==> config.mk <==
export PLATFORM = sky130hd
export DESIGN_NAME = synth_voice_scheduler_flat
export DESIGN_NICKNAME = d
export VERILOG_FILES = /design/src/rtl/synth_voice_scheduler_pkg.sv /design/src/rtl/synth_voice_scheduler_if.sv /design/src/rtl/synth_voice_scheduler_decoder.sv /design/src/rtl/synth_voice_scheduler.sv /design/src/flat_wrapper.sv
export SDC_FILE = /design/constraint.sdc
export NUM_CORES = 1
export LEC_CHECK = 0
export ABC_AREA = 1
export BUFFER_PORTS_ARGS = -buffer_cell sky130_fd_sc_hd__buf_2
export CAP_MARGIN = 20
export CELL_PAD_IN_SITES_DETAIL_PLACEMENT = 0
export CELL_PAD_IN_SITES_GLOBAL_PLACEMENT = 1
export CORE_ASPECT_RATIO = 0.8
export CORE_MARGIN = 5
export CORE_UTILIZATION = 37
export CTS_CLUSTER_SIZE = 14
export DETAILED_ROUTE_END_ITERATION = 10
export PLACE_DENSITY = 0.8
export SLEW_MARGIN = 20
export SYNTH_ARGS = -nofsm -noshare
export SYNTH_HDL_FRONTEND = slang
export SYNTH_HIERARCHICAL = 1
export SYNTH_SLANG_ARGS = --single-unit
==> constraint.sdc <==
create_clock -name clock -period 1.95 [get_ports clock]
set_clock_uncertainty 0.05 [all_clocks]
set_input_delay 0.0975 -clock clock [delete_from_list [all_inputs] [get_ports clock]]
set_output_delay 0.0975 -clock clock [all_outputs]
set_load 0.05 [all_outputs]
==> src/rtl/synth_voice_scheduler_pkg.sv <==
// Shared constants, types and helpers for the PS/2 note-key voice scheduler.
package synth_voice_scheduler_pkg;

    localparam int unsigned KEY_W    = 2;
    localparam int unsigned NUM_KEYS = 4;

    localparam logic [7:0] SC_A     = 8'h1C;
    localparam logic [7:0] SC_S     = 8'h1B;
    localparam logic [7:0] SC_D     = 8'h23;
    localparam logic [7:0] SC_F     = 8'h2B;
    localparam logic [7:0] SC_BREAK = 8'hF0;
    localparam logic [7:0] SC_EXT   = 8'hE0;

    typedef logic [KEY_W-1:0] key_idx_t;

    localparam key_idx_t KEY_A = 2'd0;
    localparam key_idx_t KEY_S = 2'd1;
    localparam key_idx_t KEY_D = 2'd2;
    localparam key_idx_t KEY_F = 2'd3;

    typedef enum logic [1:0] {
        ST_IDLE    = 2'd0,
        ST_BRK     = 2'd1,
        ST_EXT     = 2'd2,
        ST_EXT_BRK = 2'd3
    } dec_state_t;

    typedef struct packed {
        logic     valid;
        key_idx_t key;
    } note_code_t;

    // Index width for a pool of n entries, never less than 1.
    function automatic int unsigned clog2(input int unsigned n);
        int unsigned w;
        w = 1;
        while ((32'd1 << w) < n) w = w + 1;
        return w;
    endfunction

    function automatic note_code_t decode_note(input logic [7:0] code);
        note_code_t r;
        r = '{valid: 1'b1, key: KEY_A};
        case (code)
            SC_A:    r.key = KEY_A;
            SC_S:    r.key = KEY_S;
            SC_D:    r.key = KEY_D;
            SC_F:    r.key = KEY_F;
            default: r.valid = 1'b0;
        endcase
        return r;
    endfunction

endpackage

==> src/rtl/synth_voice_scheduler_if.sv <==
// Scan-byte bus from the PS/2 receiver into the voice scheduler.
interface synth_voice_scheduler_if;
    logic [7:0] scan_byte;
    logic       scan_valid;

    modport master (output scan_byte, output scan_valid);
    modport slave  (input  scan_byte, input  scan_valid);
endinterface

==> src/rtl/synth_voice_scheduler_decoder.sv <==
// PS/2 prefix FSM: turns F0/E0-prefixed scan bytes into make/break pulses for note keys.
module ps2_note_decoder
    import synth_voice_scheduler_pkg::*;
(
    input  logic       clock,
    input  logic       resetn,
    input  logic [7:0] scan_byte,
    input  logic       scan_valid,
    output logic       make_pulse_c,
    output logic       break_pulse_c,
    output key_idx_t   key_idx_c
);

    dec_state_t state_q;
    dec_state_t state_n;
    note_code_t note_c;

    always_ff @(posedge clock or negedge resetn) begin
        if (!resetn) state_q <= ST_IDLE;
        else         state_q <= state_n;
    end

    // Extended (E0) sequences are consumed without ever producing a pulse.
    always_comb begin
        state_n       = state_q;
        make_pulse_c  = 1'b0;
        break_pulse_c = 1'b0;
        note_c        = decode_note(scan_byte);
        key_idx_c     = note_c.key;
        if (scan_valid) begin
            case (state_q)
                ST_IDLE: begin
                    if (scan_byte == SC_BREAK)    state_n = ST_BRK;
                    else if (scan_byte == SC_EXT) state_n = ST_EXT;
                    else                          make_pulse_c = note_c.valid;
                end
                ST_BRK: begin
                    break_pulse_c = note_c.valid;
                    state_n       = ST_IDLE;
                end
                ST_EXT: begin
                    state_n = (scan_byte == SC_BREAK) ? ST_EXT_BRK : ST_IDLE;
                end
                default: state_n = ST_IDLE;
            endcase
        end
    end

endmodule

==> src/rtl/synth_voice_scheduler.sv <==
// Polyphonic voice allocator: tracks held note keys and assigns them to a fixed voice pool,
// stealing round-robin when every voice is sounding.
module synth_voice_scheduler
    import synth_voice_scheduler_pkg::*;
#(
    parameter int unsigned NUM_VOICES = 2
)
(
    input  logic                      clock,
    input  logic                      resetn,
    synth_voice_scheduler_if.slave    scan,
    output logic [NUM_VOICES-1:0]     voice_gate,
    output logic [2*NUM_VOICES-1:0]   voice_key,
    output logic [NUM_KEYS-1:0]       keys_held,
    output logic                      note_event
);

    localparam int unsigned VW = clog2(NUM_VOICES);

    logic                    make_c;
    logic                    brk_c;
    key_idx_t                key_c;

    logic [VW-1:0]           steal_ptr;
    logic [VW-1:0]           steal_ptr_n;
    logic [NUM_VOICES-1:0]   gate_n;
    logic [2*NUM_VOICES-1:0] key_n;
    logic [NUM_KEYS-1:0]     held_n;
    logic                    event_n;
    logic                    free_found;
    logic [VW-1:0]           free_idx;
    logic [VW-1:0]           alloc_idx;

    ps2_note_decoder u_decoder (
        .clock         (clock),
        .resetn        (resetn),
        .scan_byte     (scan.scan_byte),
        .scan_valid    (scan.scan_valid),
        .make_pulse_c  (make_c),
        .break_pulse_c (brk_c),
        .key_idx_c     (key_c)
    );

    // Lowest-index silent voice.
    always_comb begin
        free_found = 1'b0;
        free_idx   = '0;
        for (int unsigned v = 0; v < NUM_VOICES; v++) begin
            if (!voice_gate[v] && !free_found) begin
                free_found = 1'b1;
                free_idx   = VW'(v);
            end
        end
    end

    // A repeat make of a held key is a no-op; a stolen key stays held but voiceless.
    always_comb begin
        gate_n      = voice_gate;
        key_n       = voice_key;
        held_n      = keys_held;
        steal_ptr_n = steal_ptr;
        alloc_idx   = free_found ? free_idx : steal_ptr;
        if (make_c && !keys_held[key_c]) begin
            held_n[key_c] = 1'b1;
            for (int unsigned v = 0; v < NUM_VOICES; v++) begin
                if (VW'(v) == alloc_idx) begin
                    gate_n[v]          = 1'b1;
                    key_n[2*v +: 2]    = key_c;
                end
            end
            if (!free_found)
                steal_ptr_n = (steal_ptr == VW'(NUM_VOICES - 1)) ? '0 : steal_ptr + VW'(1);
        end else if (brk_c) begin
            held_n[key_c] = 1'b0;
            for (int unsigned v = 0; v < NUM_VOICES; v++) begin
                if (voice_gate[v] && (voice_key[2*v +: 2] == key_c))
                    gate_n[v] = 1'b0;
            end
        end
        event_n = (gate_n != voice_gate) || (key_n != voice_key);
    end

    always_ff @(posedge clock or negedge resetn) begin
        if (!resetn) begin
            voice_gate <= '0;
            voice_key  <= '0;
            keys_held  <= '0;
            steal_ptr  <= '0;
            note_event <= 1'b0;
        end else begin
            voice_gate <= gate_n;
            voice_key  <= key_n;
            keys_held  <= held_n;
            steal_ptr  <= steal_ptr_n;
            note_event <= event_n;
        end
    end

endmodule

==> src/flat_wrapper.sv <==
// flat-port wrapper written by rule: the top's interface ports become plain ports
module synth_voice_scheduler_flat import synth_voice_scheduler_pkg::*;
#(
    parameter int unsigned NUM_VOICES = 2
)
  (clock, resetn, voice_gate, voice_key, keys_held, note_event, scan_scan_byte, scan_scan_valid);
  synth_voice_scheduler_if scan_i ();
  input  logic clock;
  input  logic resetn;
  output logic [NUM_VOICES-1:0] voice_gate;
  output logic [2*NUM_VOICES-1:0] voice_key;
  output logic [NUM_KEYS-1:0] keys_held;
  output logic note_event;
  input wire logic [$bits(scan_i.scan_byte)-1:0] scan_scan_byte;
  input wire logic [$bits(scan_i.scan_valid)-1:0] scan_scan_valid;
  assign scan_i.scan_byte = scan_scan_byte;
  assign scan_i.scan_valid = scan_scan_valid;
  synth_voice_scheduler #(.NUM_VOICES(NUM_VOICES)) u_core (.clock(clock), .resetn(resetn), .scan(scan_i), .voice_gate(voice_gate), .voice_key(voice_key), .keys_held(keys_held), .note_event(note_event));
endmodule
==> impl_metrics.ini, run 1 <==
[place]
dp_hpwl_um = 1796
place_area_um2 = 1116
portBuffers = 21
gp_congestion = 0.8229

[detailed_routing]
vias_per_cell = 4.854
drt.antenna.violating_nets = 0
wl_per_cell_um = 11.25
wirelength_um = 2228
drt_drc_violations_left = 0
vias = 961
drt_iter0_drc = 110
first_pass_iters = 4

[cells_and_area]
stdcell_area_um2 = 1162
drive_above_1_share_pct = 27.16
nFillCells = 251
seqCellArea_um2 = 350.3
num_antenna_cells = 0
nNetsFinal = 174
multi_input_area_um2 = 519.2
area_growth_pct = 19.41
layout_commonest_cell = nand2_1
final_cell_mix = 33 x nand2_1, 21 x buf_2, 17 x nand3_1

[synth]
synth_cells = 136
synth_area_um2 = 973.4
yosysTopAreaCell = dfrtp_1
ys.warnings.count = 6
syn_nets = 147
yosys-top-cells-area = dfrtp_1 36%, nand2_1 13%, nand3_1 8.7%
ys_types = 21
synth-seq-cells = 14
synth_seq_area_share_pct = 35.99
synth_area_per_cell_um2 = 7.158
synth_top_area_share_pct = 35.99

[power]
p_seq_share_pct = 47.0
leakage_nw = 0.6151
ir_worst_vdd_v = 0.0003668
switchingPower_mw = 0.2239
powerDensity_nw_per_um2 = 594.4
combPwrFrac_pct = 22.5
switching_share_pct = 32.41
pwr-share-clk_pct = 30.4
p_int_mw = 0.4670

[global_routing]
grt.total_usage_pct = 12.84
grt_pass1_vias = 832
grt_max_degree = 15
grt_overflow = 0
grt_pass1_wl_um = 3746
antenna_found_initial = 0

[clocking]
cts.htree.levels = 1
cts.clk_slew.worst_paths_ns = 0.09
clock_latency_ns = 0.28
ctsRootBufferMaster = clkbuf_4
postCtsSetupBuffers = 0
cts_buffer_depth = 2
cts_tree = yes
cts_made_buffers = 3
cts_sinks = 14

[critical_path]
end_kind = flop
cp_cell_sequence = nor2_1 > inv_1 > nor2_1 > nand2_1 > nor2_1 > nand2_1 > inv_1 > nand3_1 > o21ai_1 > nand2_1
cp.arrival_ns = 1.90
critPathBufInv = 2
cp_slowest_cell = dfrtp_1
crit_path_max_fanout = 5
critical_path_required_ns = 2.07
max_stage_delay_ns = 0.43
cp_top_family = simple AND/OR/NAND/NOR gates
cp-start-kind = flop
crit_type = flop to flop

[timing]
maxSlewHeadroom_pct = 78.35
hold_viol_final = 0
rsz0062_at_grt = false
report.final.slew_viol_count = 0
fin_setup_tns_ns = 0
timing.final.crit_share_pct = 91.04
min_period_ns = 1.775
setup_viol = 0
clock.fmax_ghz = 0.5633
worst_pin_slew_ns = 0.3248

[floorplanning]
start_util_pct = 39.21
coreArea_um2 = 2482
io-pin-count = 22
die_height_um = 55.88
die_w_um = 67.35
rows = 16
die_area_um2 = 3763

[run_status]
status = finished clean

[min_path]
hold_path_class = primary input to flop

[run]
cap_violations = 0
[repair_timing]
item / CTS / global route
endpoints found under the hold margin: 14 / 0
resized for setup: 0 / 0
hold buffers: 1 / 0
[metal layers]
| metal | wire (um) | vias to the layer above | track usage (%) |
|---|---|---|---|
| met5 | 0 | - | 0 |
| met4 | 0 | 0 | 1.734 |
| met3 | 181 | 0 | 5.455 |
| met2 | 954 | 33 | 17.37 |
| met1 | 1092 | 444 | 19.14 |
| li1 | - | 484 | - |
[stage by stage]
step / power [mW] / worst slack (ns) / util, % / hold WS (ns) / instances
after floorplan: 0.4388 / 0.3998 / - / -0.2481 / 136
after global placement: 0.4831 / 0.1991 / 44.96 / -0.03607 / 193
after detailed placement: 0.4859 / 0.2103 / 44.96 / -0.03756 / 193
after CTS: 0.6962 / 0.2002 / 46.82 / 0.06431 / 198
after global routing: 0.7297 / 0.008930 / 46.82 / 0.08455 / 198
final: 0.6909 / 0.1747 / 46.82 / 0.06125 / 198
[worst reg2reg max path, stage by stage, from the launching register on]
cell	delay [ns]
dfrtp_1	0.43
nor2_1	0.14
inv_1	0.05
nor2_1	0.18
nand2_1	0.09
nor2_1	0.23
nand2_1	0.10
inv_1	0.08
nand3_1	0.10
o21ai_1	0.15
nand2_1	0.07
[power groups by stage]
stage	Sequential (mW)	Clock, mW	Combinational, mW
after floorplan	0.362	0	0.0771
after global placement	0.330	0	0.153
after detailed placement	0.331	0	0.155
after CTS	0.325	0.214	0.157
after global routing	0.328	0.229	0.173
final	0.325	0.210	0.156
[synth_stat cells]
library cell	instances
nand2_1	33
o21ai_1	5
nor3_1	1
inv_6	1
clkinv_4	1
o21ai_0	9
nor3_2	1
nand4_1	2
buf_6	2
inv_1	16
nor2_1	16
a21oi_2	2
nand3_4	1
inv_2	1
dfrtp_1	14
xnor2_1	4
nor3_4	1
nand2_4	2
nand3_1	17
nor2_2	1
nand2_2	6
[final timing paths]
check,start,end,slack [ns],cells past startpoint
min in group asynchronous,resetn,async pin,0.18,2
min reg2reg,u_core/u_decoder/state_q[1]$_DFFE_PN0P_,u_core/u_decoder/state_q[1]$_DFFE_PN0P_,0.47,2
max,u_core/u_decoder/state_q[0]$_DFFE_PN0P_,u_core/steal_ptr$_DFFE_PN0P_,0.17,10
min,scan_scan_valid,u_core/u_decoder/state_q[0]$_DFFE_PN0P_,0.06,4
max reg2reg,u_core/u_decoder/state_q[0]$_DFFE_PN0P_,u_core/steal_ptr$_DFFE_PN0P_,0.17,10
max in group asynchronous,resetn,u_core/steal_ptr$_DFFE_PN0P_,1.42,2
[final cells by class]
cell class | instances | area share, %
flip-flops and latches | 14 | 30.14
multi-input cells | 101 | 44.67
inverters | 19 | 6.997
repair buffers | 24 | 11.19
well taps | 36 | 3.875
clock buffers | 4 | 3.122
[logic make-up (layout without fill, tap and decap cells)]
kind of cell / count (synthesis) / in the layout / share of synthesized area, %
buffers and inverters: 21 / 47 / 10.67
AND/OR/NAND/NOR: 81 / 81 / 40.75
XOR/XNOR: 4 / 4 / 3.599
flip-flops: 14 / 14 / 35.99
AO/OA/AOI/OAI: 16 / 16 / 8.997
Power figures use the tool's default switching activity.
==> run 2: changes to the inputs <==
--- a/config.mk
+++ b/config.mk
@@ -6,6 +6,7 @@
 export NUM_CORES = 1
 export LEC_CHECK = 0
 export ABC_AREA = 1
+export ABC_CLOCK_PERIOD_IN_PS = 1950
 export BUFFER_PORTS_ARGS = -buffer_cell sky130_fd_sc_hd__buf_2
 export CAP_MARGIN = 20
 export CELL_PAD_IN_SITES_DETAIL_PLACEMENT = 0
@@ -19,5 +20,4 @@
 export SLEW_MARGIN = 20
 export SYNTH_ARGS = -nofsm -noshare
 export SYNTH_HDL_FRONTEND = slang
-export SYNTH_HIERARCHICAL = 1
 export SYNTH_SLANG_ARGS = --single-unit
==> impl_metrics.ini, run 2 <==
[run_status]
status = finished clean

[synth]
yosys-top-cells-area = dfrtp_1 37%, nand2_1 11%, nand3_1 9.0%
yosysTopAreaCell = dfrtp_1
synth_cells = 129
ys.warnings.count = 0
synth-seq-cells = 14
ys_types = 16
synth_seq_area_share_pct = 36.94
synth_top_area_share_pct = 36.94
syn_nets = 140
ys_async_sr_fraction_pct = 100.0
synth_area_um2 = 948.4
synth_area_per_cell_um2 = 7.352
synthFlopType = dfrtp_1
synth_edf_count = 0
synth_most_common_cell = nand2_1
yosys-top-cells-count = 28 x nand2_1, 20 x inv_1, 17 x nand3_1, 15 x o21ai_0, 14 x dfrtp_1

[detailed_routing]
wirelength_um = 2162
drt_drc_violations_left = 0
vias = 862
first_pass_iters = 4
wl_per_cell_um = 11.32
drt.antenna.violating_nets = 0
vias_per_cell = 4.513
drt_iter0_drc = 57

[floorplanning]
coreArea_um2 = 2442
die_height_um = 55.29
rows = 16
die_area_um2 = 3682
start_util_pct = 38.83
io-pin-count = 22
die_w_um = 66.61

[place]
portBuffers = 21
dp_hpwl_um = 1749
dp_slack_ns = 0.3753
gp_congestion = 0.7792

[clocking]
cts_buffer_depth = 2
cts_made_buffers = 3
cts_sinks = 14
postCtsSetupBuffers = 0
cts.htree.levels = 1
ctsRootBufferMaster = clkbuf_4
cts.clk_slew.worst_paths_ns = 0.09
cts_tree = yes
post_cts_resized = 0
clock_latency_ns = 0.28
ctsHoldBuffers = 1

[global_routing]
antenna_found_initial = 0
grt_pass1_wl_um = 3815
grt_pass1_vias = 861
grt_max_degree = 15
grt_overflow = 0
grt.total_usage_pct = 13.31

[critical_path]
ff2ff_path_depth = 8
cp-start-kind = flop
crit_path_max_fanout = 10
crit_type = flop to flop
critical_path_required_ns = 2.10
cp.arrival_ns = 1.73
end_kind = flop

[timing]
rsz0062_at_grt = false
worst_pin_slew_ns = 0.3419
min_period_ns = 1.573
maxSlewHeadroom_pct = 77.21
report.final.slew_viol_count = 0
fin_setup_tns_ns = 0
holdWs_ns = 0.1522
clock.fmax_ghz = 0.6356
setup_viol = 0
hold_viol_final = 0
timing.final.crit_share_pct = 80.69
setup_slack_ns = 0.3766

[cells_and_area]
layout_commonest_cell = nand2_1
num_antenna_cells = 0
nFillCells = 256
multi_input_area_um2 = 523.0
drive_above_1_share_pct = 28.39
nNetsFinal = 167
final_cell_mix = 28 x nand2_1, 21 x buf_2, 20 x inv_1
seqCellArea_um2 = 350.3
area_growth_pct = 20.71

[power]
pwr-share-clk_pct = 22.9
switchingPower_mw = 0.3805
ir_worst_vdd_v = 0.0004147
powerDensity_nw_per_um2 = 811.8
switching_share_pct = 40.95
leakage_nw = 0.6334
p_seq_share_pct = 41.6
combPwrFrac_pct = 35.5
p_int_mw = 0.5488

[min_path]
hold_path_class = primary input to flop
holdPathStages = 3

[run]
cap_violations = 0
==> run 2: kinds of logic (layout without fill, tap and decap cells) <==
logic type | Yosys count | in the layout | share of synthesized area, %
and+or+nand+nor | 77 | 77 | 43.67
AOI/OAI and AO/OA | 17 | 17 | 9.763
xor gates and xnor gates | 1 | 1 | 1.716
DFF | 14 | 14 | 36.94
buffers and inverters | 20 | 46 | 7.915
==> run 2: area by class of cell <==
type / count / area share (%)
multi-input cells: 95 / 45.68
repair buffers: 22 / 10.05
flip-flops and latches: 14 / 30.60
well taps: 36 / 3.934
inverters: 20 / 6.557
clock buffers: 4 / 3.169
==> run 2: path summary, 6_finish.rpt <==
path                                                          from                                      end  slack [ns]
max                        u_core.u_decoder.state_q[1]$_DFFE_PN0P_            u_core.voice_key[1]$_DFF_PN0_        0.38
max in group asynchronous                                   resetn  u_core.u_decoder.state_q[0]$_DFFE_PN0P_        1.41
min reg2reg                           u_core.steal_ptr$_DFFE_PN0P_             u_core.steal_ptr$_DFFE_PN0P_        0.45
min in group asynchronous                                   resetn           u_core.voice_gate[0]$_DFF_PN0_        0.19
min                                              scan_scan_byte[4]  u_core.u_decoder.state_q[1]$_DFFE_PN0P_        0.15
max reg2reg                u_core.u_decoder.state_q[1]$_DFFE_PN0P_            u_core.voice_key[1]$_DFF_PN0_        0.38
==> run 2: per-layer routing <==
layer	track usage [%]	wire length, um	vias up
met5	0	0	-
met4	2.609	9	0
met3	5.274	136	2
met2	20.48	968	19
met1	17.63	1048	378
li1	-	-	463
==> run 2: power by group through the flow <==
| stage | logic (mW) | clock network, mW | registers, mW |
|---|---|---|---|
| finish | 0.330 | 0.213 | 0.387 |
| global route | 0.362 | 0.234 | 0.397 |
| CTS | 0.333 | 0.221 | 0.387 |
| detailed placement | 0.330 | 0 | 0.393 |
| global placement | 0.323 | 0 | 0.389 |
| floorplan | 0.142 | 0 | 0.490 |
==> run 2: per-stage QoR <==
stage / util [%] / total power, mW / cell area (um2) / instances
2_1_floorplan: - / 0.6317 / 948.4 / 129
6_report: 46.88 / 0.9294 / 1145 / 191
3_3_place_gp: 44.98 / 0.7120 / 1099 / 186
4_1_cts: 46.88 / 0.9408 / 1145 / 191
5_1_grt: 46.88 / 0.9924 / 1145 / 191
3_5_place_dp: 44.98 / 0.7236 / 1099 / 186
==> run 2: critical path, stage by stage (launching register included) <==
cell	delay [ns]
dfrtp_1	0.40
or2_1	0.25
nor2_1	0.15
nand3_1	0.13
nor2_4	0.13
nand2_4	0.13
nor2_4	0.13
nand2_1	0.06
o21ai_0	0.08
==> run 3: changes to the inputs <==
--- a/config.mk
+++ b/config.mk
@@ -5,18 +5,18 @@
 export SDC_FILE = /design/constraint.sdc
 export NUM_CORES = 1
 export LEC_CHECK = 0
-export ABC_AREA = 1
-export ABC_CLOCK_PERIOD_IN_PS = 1950
+export ABC_AREA = 0
+export ABC_CLOCK_PERIOD_IN_PS = 1300
 export BUFFER_PORTS_ARGS = -buffer_cell sky130_fd_sc_hd__buf_2
 export CAP_MARGIN = 20
 export CELL_PAD_IN_SITES_DETAIL_PLACEMENT = 0
 export CELL_PAD_IN_SITES_GLOBAL_PLACEMENT = 1
 export CORE_ASPECT_RATIO = 0.8
 export CORE_MARGIN = 5
-export CORE_UTILIZATION = 37
+export CORE_UTILIZATION = 35
 export CTS_CLUSTER_SIZE = 14
 export DETAILED_ROUTE_END_ITERATION = 10
-export PLACE_DENSITY = 0.8
+export PLACE_DENSITY = 0.76
 export SLEW_MARGIN = 20
 export SYNTH_ARGS = -nofsm -noshare
 export SYNTH_HDL_FRONTEND = slang
==> constraint.sdc (replaced) <==
create_clock -name clock -period 1.3 [get_ports clock]
set_clock_uncertainty 0.05 [all_clocks]
set_input_delay 0.065 -clock clock [delete_from_list [all_inputs] [get_ports clock]]
set_output_delay 0.065 -clock clock [all_outputs]
set_load 0.05 [all_outputs]
==> impl_metrics.ini, run 3 <==
[timing]
setup_slack_ns = -0.3634
clock.fmax_ghz = 0.6012
holdWs_ns = 0.1127
rsz0062_at_grt = true
timing.final.crit_share_pct = 128.0
fin_setup_tns_ns = -3.754
report.final.slew_viol_count = 0
hold_viol_final = 0
setup_viol = 12
min_period_ns = 1.663
maxSlewHeadroom_pct = 63.72
worst_pin_slew_ns = 0.5305

[synth]
synth_area_um2 = 909.6
ys_async_sr_fraction_pct = 100.0
synth-seq-cells = 14
yosys-top-cells-area = dfrtp_1 39%, o21ai_0 7.7%, mux2_2 7.4%
ys_types = 37
synth_area_per_cell_um2 = 9.677
yosys-top-cells-count = 14 x dfrtp_1, 14 x o21ai_0, 6 x mux2_2, 5 x nand2_1
synth_seq_area_share_pct = 38.51
syn_nets = 105
synthFlopType = dfrtp_1
ys.warnings.count = 0
yosysTopAreaCell = dfrtp_1
synth_edf_count = 0
synth_cells = 94
synth_top_area_share_pct = 38.51

[clocking]
cts_tree = yes
cts.htree.levels = 1
cts_made_buffers = 3
clock_latency_ns = 0.28
ctsRootBufferMaster = clkbuf_4
cts_sinks = 14
cts.clk_slew.worst_paths_ns = 0.08
cts_buffer_depth = 2

[power]
powerDensity_nw_per_um2 = 691.9
ir_worst_vdd_v = 0.0003985
leakage_nw = 0.6981
power.total_mw = 0.9904

[cells_and_area]
instances_no_fill = 188
drive_above_1_share_pct = 58.55
area_growth_pct = 57.36
nFillCells = 221
num_antenna_cells = 0
nNetsFinal = 164
seqCellArea_um2 = 357.8
final_cell_mix = 34 x buf_4, 21 x buf_2, 8 x dfrtp_1
layout_commonest_cell = buf_4
multi_input_area_um2 = 610.6

[critical_path]
crit_type = flop to flop
end_kind = flop
r2r-end = u_core.voice_key[2]$_DFF_PN0_
timing.critical_path.from = u_core.u_decoder.state_q[1]$_DFFE_PN0P_
critical_path_required_ns = 1.42
regToRegSetupSlack_ns = -0.36
crit_end = u_core.voice_key[2]$_DFF_PN0_
ff2ff_path_depth = 5
r2r_start = u_core.u_decoder.state_q[1]$_DFFE_PN0P_
cp.arrival_ns = 1.78
crit_path_max_fanout = 3
cp-start-kind = flop

[detailed_routing]
first_pass_iters = 4
drt_iter0_drc = 40
drt.antenna.violating_nets = 0
vias_per_cell = 5.245
vias = 986
drt_drc_violations_left = 0
wirelength_um = 2708
wl_per_cell_um = 14.40

[place]
dp_slack_ns = -0.5377
gp_congestion = 0.8067
place_inst = 180
portBuffers = 21
dp_hpwl_um = 2223

[floorplanning]
coreArea_um2 = 2462
die_area_um2 = 3725
rows = 16
start_util_pct = 36.94
die_w_um = 67.00
die_height_um = 55.60
io-pin-count = 22

[global_routing]
grt_pass1_wl_um = 4616
antenna_found_initial = 0
grt_max_degree = 15
grt_overflow = 0
grt_pass1_vias = 1002
grt.total_usage_pct = 16.16

[run_status]
status = finished with violations
violations = setup timing

[min_path]
hold_path_class = primary input to flop

[run]
cap_violations = 0
## run 3: changes by cell type in the layout (fill, tap and decap cells not counted), moves of 9 or more
cell     delta
inv_1      -18
nand2_1    -23
nand3_1    -15
o21ai_0     -9
buf_4      +34
nor2_1      -9
## run 3: what timing repair did
item                       CTS  global route
gates resized for setup      2             5
hold buffers                 1             0
hold endpoints to repair    14             0
buffers inserted             2             1
setup endpoints to repair   12            13
pin swaps                    2             4
## run 3: routing by layer
metal | share of wire [%] | vias to the layer above | track usage [%] | wire length [um]
li1 | - | 485 | - | -
met1 | 45 | 474 | 20.84 | 1213
met2 | 47 | 25 | 25.00 | 1278
met3 | 7.4 | 2 | 5.859 | 201
met4 | 0.55 | 0 | 4.913 | 15
met5 | 0 | - | 0 | 0
## run 3: worst min-delay path by stage
stage | startpoint | end | slack [ns] | cells past startpoint
2_1_floorplan | resetn | async pin | -0.28 | 0
3_3_place_gp | resetn | async pin | -0.08 | 1
3_5_place_dp | resetn | async pin | -0.07 | 1
4_1_cts | scan_scan_valid | u_core.u_decoder.state_q[0]$_DFFE_PN0P_ | 0.1 | 3
5_1_grt | scan_scan_valid | u_core.u_decoder.state_q[0]$_DFFE_PN0P_ | 0.10 | 3
6_report | scan_scan_valid | u_core.u_decoder.state_q[0]$_DFFE_PN0P_ | 0.11 | 3
## run 3: metrics by stage
stage               instance area [um2]  util [%]
floorplan                         965.9         -
global placement                   1333     54.12
detailed placement                 1333     54.12
CTS                                1406     57.11
global route                       1431     58.13
finish                             1431     58.13
## run 3: cells by family after synthesis
kind of cell / count (synthesis) / share of synthesized area (%)
mux: 6 / 7.427
buf+inv: 5 / 3.025
compound gates: 27 / 18.02
flops: 14 / 38.51
simple gates: 39 / 30.12
xor+xnor: 3 / 2.889
## run 3: cell type report
| class | count | share of cell area, % |
|---|---|---|
| clock buffer | 4 | 2.535 |
| inverter | 3 | 0.7867 |
| multi-input combinational | 75 | 42.66 |
| sequential | 14 | 25.00 |
| timing repair buffer | 56 | 25.87 |
| tap | 36 | 3.147 |
## run 3: where the power goes
group	switching [mW]	internal, mW	leakage [nW]
registers	0.00966	0.449	0.179
logic	0.125	0.0967	0.498
clock network	0.140	0.171	0.0210
## run 3: critical path, cell delays in order (launching register included)
cell      delay [ns]
dfrtp_1         0.43
nor3b_4         0.23
o211ai_1        0.16
a21oi_4         0.18
nand4b_1        0.19
mux2_2          0.32
